**src/rtl/serial_logic_unit.sv**
```systemverilog
// Bit-serial logic unit: one 1-bit logic cell processes WIDTH-bit operands LSB first over WIDTH cycles.
// Optional macro SLU_ZERO_FLAG_EN adds a registered zero flag output.
module serial_logic_unit #(
  parameter int WIDTH = 8
) (
  input  logic             clk,
  input  logic             reset_n,
  input  logic             start,
  input  logic [WIDTH-1:0] a,
  input  logic [WIDTH-1:0] b,
  input  logic [1:0]       S,
  output logic             busy,
  output logic             done,
  output logic [WIDTH-1:0] result
`ifdef SLU_ZERO_FLAG_EN
  ,
  output logic             zero
`endif
);

  localparam int CNT_W = $clog2(WIDTH) + 1;
  localparam logic [CNT_W-1:0] CNT_LAST = CNT_W'(WIDTH - 1);

  typedef enum logic [1:0] {
    IDLE = 2'd0,
    RUN  = 2'd1,
    DONE = 2'd2
  } state_t;

  state_t           state;
  state_t           state_nxt;
  logic [WIDTH-1:0] a_sr;
  logic [WIDTH-1:0] b_sr;
  logic [1:0]       s_q;
  logic [CNT_W-1:0] cnt;
  logic             cl_out;
  logic             last;
  logic [WIDTH-1:0] shift_result;

  cl u_cl (
    .a (a_sr[0]),
    .b (b_sr[0]),
    .s (s_q),
    .y (cl_out)
  );

  assign last = (cnt == CNT_LAST);

  // New bit enters at the MSB so that after WIDTH shifts bit i lines up with operand bit i.
  generate
    if (WIDTH == 1) begin : g_w1
      assign shift_result = cl_out;
    end else begin : g_wn
      assign shift_result = {cl_out, result[WIDTH-1:1]};
    end
  endgenerate

  always_ff @(posedge clk or negedge reset_n) begin
    if (!reset_n) state <= IDLE;
    else          state <= state_nxt;
  end

  always_comb begin
    state_nxt = state;
    case (state)
      IDLE:    if (start) state_nxt = RUN;
      RUN:     if (last)  state_nxt = DONE;
      DONE:    state_nxt = IDLE;
      default: state_nxt = IDLE;
    endcase
  end

  assign busy = (state == RUN);
  assign done = (state == DONE);

  always_ff @(posedge clk or negedge reset_n) begin
    if (!reset_n) begin
      a_sr   <= '0;
      b_sr   <= '0;
      s_q    <= '0;
      cnt    <= '0;
      result <= '0;
    end else begin
      case (state)
        IDLE: begin
          if (start) begin
            a_sr <= a;
            b_sr <= b;
            s_q  <= S;
            cnt  <= '0;
          end
        end
        RUN: begin
          result <= shift_result;
          a_sr   <= a_sr >> 1;
          b_sr   <= b_sr >> 1;
          cnt    <= cnt + 1'b1;
        end
        default: ;
      endcase
    end
  end

`ifdef SLU_ZERO_FLAG_EN
  always_ff @(posedge clk or negedge reset_n) begin
    if (!reset_n)                  zero <= 1'b0;
    else if (state == RUN && last) zero <= (shift_result == '0);
  end
`endif

endmodule

// 1-bit logic cell: s = 00 and, 01 or, 10 xor, 11 not-a.
module cl (
  input  logic       a,
  input  logic       b,
  input  logic [1:0] s,
  output logic       y
);
  always_comb begin
    y = 1'b0;
    case (s)
      2'b00: y = a & b;
      2'b01: y = a | b;
      2'b10: y = a ^ b;
      2'b11: y = ~a;
      default: y = 1'b0;
    endcase
  end
endmodule

```
**config.mk**
```make
export PLATFORM = sky130hd
export DESIGN_NAME = serial_logic_unit
export DESIGN_NICKNAME = d
export VERILOG_FILES = /design/src/rtl/serial_logic_unit.sv
export SDC_FILE = /design/constraint.sdc
export NUM_CORES = 1
export LEC_CHECK = 0
export CAP_MARGIN = 20
export CORE_MARGIN = 5
export CORE_UTILIZATION = 45
export DETAILED_ROUTE_END_ITERATION = 7
export PLACE_DENSITY_LB_ADDON = 0.2
export REMOVE_ABC_BUFFERS = 1
export SYNTH_ARGS = -nofsm -noshare
export SYNTH_HDL_FRONTEND = slang
export SYNTH_SLANG_ARGS = --single-unit
```
**constraint.sdc**
```tcl
create_clock -name clk -period 1.4 [get_ports clk]
set_input_delay 0.28 -clock clk [delete_from_list [all_inputs] [get_ports clk]]
set_output_delay 0.28 -clock clk [all_outputs]
set_load 0.01 [all_outputs]
```
==> flow_summary.yaml <==
run_status:
  outcome: "complete, no violations"
routing:
  viasPerCell: 5.30
  wirelength_mm: 3.37
  wl_per_cell_um: 14.1
  antenna_left: 0
  drc: 0
  vias: 1267
  drtIter0Drc: 58
  first_pass_iters: 5
die:
  io_pins: 31
  die_x_um: 67.5
  start_util: 0.479
  rows: 20
  dieArea_sq_um: 4560
  design.core.area_sq_um: 3100
  dieHeight_um: 67.5
worst_setup_path:
  path_class: "reg -> reg"
  start_kind: "flop"
  rrSetupSlack_ns: 0.03
  startpoint: "a_sr[0]"
  worst_r2r_endpoint: "result[7]"
  cp_max_fo: 2
  reg2reg_depth: 5
  required_ns: 1.67
  r2r-start: "a_sr[0]"
  worst_setup_path_end_kind: "flop"
  cp-endpoint: "result[7]"
  worst-endpoint-arrival_ns: 1.64
timing:
  clock_skew_ns: 0.0118
  holdWs_ns: 0.287
  period_needed_ns: 1.37
  report.final.hold_viol_count: 0
  tns_ns: 0
  slew_violations: 0
  setup_viol: 0
  slew-limit-headroom: 0.822
  rsz0062_at_grt: "true"
  fmax_ghz: 0.728
  period_share: 0.981
  tightest_slew_ns: 0.263
placement:
  routabilityCongestion: 0.779
  portBuffers: 30
  dpl.cell_count: 231
  hpwlAfterDp_mm: 2.35
yosys:
  synth-seq-cells: 32
  netlist_area_sq_um: 1490
  async_reset_ff_frac: 1.00
  netlist_instances: 151
  ys_warn_count: 0
  muxShareOfSynthArea: 0.0378
  synth-seq-area-share: 0.538
  synth_xor_xnor_area_share: 0
  synth_compound_area_frac: 0.202
  ys_types: 23
  yosys.area_share.simple: 0.156
  avgSynthCellArea_sq_um: 9.85
  synth_edf_count: 0
  synthAdderAreaFrac: 0.0252
  synth_top_family_by_area: "compound AO/OA/AOI/OAI gates"
  synthFlopType: "dfrtp_1"
pwr:
  powerDensity_nw_per_um2: 1970
  leakage_uw: 0.000916
  ir_worst_vdd_v: 0.000924
global_route:
  grt_util_all_layers: 0.166
  antenna_found_initial: 0
  first_global_vias: 1266
  overflow: 0
  grt_pass1_wl_mm: 5.59
  grt_start_max_net_pins: 33
finish:
  final_core_util: 0.644
  antenna_cells: 0
  num-fill-cells: 277
  syn_to_final_growth_pct: 34.4
  fin_nets: 218
  stdcell_count: 239
  drive_gt1_frac: 0.200
clock_network:
  clkSinkCount: 32
  htreeDepth: 2
  clockBufferDepth: 2
  postCtsSetupBuffers: 0
  path_clk_slew_ns: 0.11
  numCtsBuffers: 5
  cts_tree: "done"
  clk_latency_ns: 0.34
  cts_root_buf: "clkbuf_4"
flow_run:
  cap_violations: 0
min_path:
  hold_class: "in -> async"
## layout make-up
| type | count | area (sq um) | area share |
|---|---|---|---|
| inverter | 5 | 18.8 | 0.00939 |
| tap | 44 | 55.1 | 0.0275 |
| clock inverter | 2 | 10.0 | 0.00501 |
| clock buffer | 6 | 51.3 | 0.0257 |
| timing repair buffer | 44 | 408 | 0.204 |
| sequential | 32 | 802 | 0.401 |
| multi-input combinational | 106 | 654 | 0.327 |
## stage by stage
| step | total power [uW] | worst slack (ns) | area (sq um) |
|---|---|---|---|
| 2_1_floorplan | 2520 | -0.262 | 1450 |
| 3_3_place_gp | 3260 | -0.140 | 1920 |
| 3_5_place_dp | 3360 | -0.161 | 1920 |
| 4_1_cts | 3870 | 0.00979 | 1970 |
| 5_1_grt | 4250 | -0.0243 | 2000 |
| 6_report | 3940 | 0.0270 | 2000 |
## power breakdown
group / switching, uW / internal (uW)
Combinational: 881 / 903
Sequential: 281 / 1310
Clock: 328 / 239
## how the worst min path moves through the flow
stage,start,endpoint
2_1_floorplan,reset_n,a_sr[0]
3_3_place_gp,result[0],result[0]
3_5_place_dp,b_sr[3],b_sr[3]
4_1_cts,reset_n,b_sr[2]
5_1_grt,reset_n,b_sr[2]
6_report,reset_n,b_sr[2]
## cell usage after synthesis, types with 2 or more instances
library cell | instances | area (sq um)
a22oi_1 | 14 | 105
a22o_1 | 2 | 17.5
nor2b_1 | 12 | 75.1
buf_4 | 2 | 15.0
nand2_1 | 32 | 120
a21oi_1 | 10 | 50.1
nor2_1 | 2 | 7.51
clkbuf_1 | 2 | 7.51
mux2_2 | 3 | 33.8
o21ai_0 | 18 | 90.1
buf_2 | 4 | 20.0
inv_1 | 4 | 15.0
a2bb2oi_1 | 2 | 17.5
ha_1 | 3 | 37.5
dfrtp_1 | 32 | 801
nand3_1 | 2 | 10.0
## sequential cells by signal, indices dropped and copies added (netlist names)
| name | count |
|---|---|
| b_sr | 8 |
| result | 8 |
| cnt | 4 |
| s_q | 2 |
| state | 2 |
| a_sr | 8 |
## layer usage
layer | global-route usage | wire [um] | vias to the layer above
met5 | 0 | 0 | -
met4 | 0.0785 | 44 | 0
met1 | 0.215 | 1550 | 615
li1 | - | - | 612
met2 | 0.258 | 1620 | 35
met3 | 0.0416 | 145 | 5
## critical path, cell delays in order (launching register included)
cell	delay, ns
dfrtp_1	0.38
inv_2	0.06
ha_4	0.25
inv_2	0.02
mux4_2	0.45
o21ai_2	0.14
## what timing repair did
action / 4_1_cts / 5_1_grt
resized for setup: 20 / 8
setup endpoints to repair: 11 / 9
hold endpoints to repair: 0 / 0
hold buffers: 0 / 0
pin swaps: 0 / 2
## kinds of logic (layout without fill, tap and decap cells)
kind of cell | Yosys count | count (layout)
compound gates | 48 | 48
mux | 4 | 4
buf+inv | 13 | 57
simple gates | 51 | 51
fa+ha+maj | 3 | 3
flops | 32 | 32
## cells in the final DEF, fill, tap and decap left out, drive strengths merged
| master | instances |
|---|---|
| nand2 | 32 |
| dfrtp | 32 |
| clkdlybuf4s50 | 20 |
| o21ai | 18 |
| buf | 16 |
| a22oi | 14 |
| nor2b | 12 |
| a21oi | 10 |
| dlygate4sd2 | 8 |
| clkbuf | 6 |
| inv | 5 |
| mux2 | 3 |
| ha | 3 |
| nand3 | 2 |
| a2bb2oi | 2 |
| nor2 | 2 |
| a22o | 2 |
| clkinv | 2 |
| nand2b | 1 |
| and2b | 1 |
| o21bai | 1 |
| o311ai | 1 |
| nor3 | 1 |
| mux4 | 1 |
(Power assumes the default switching activity.)
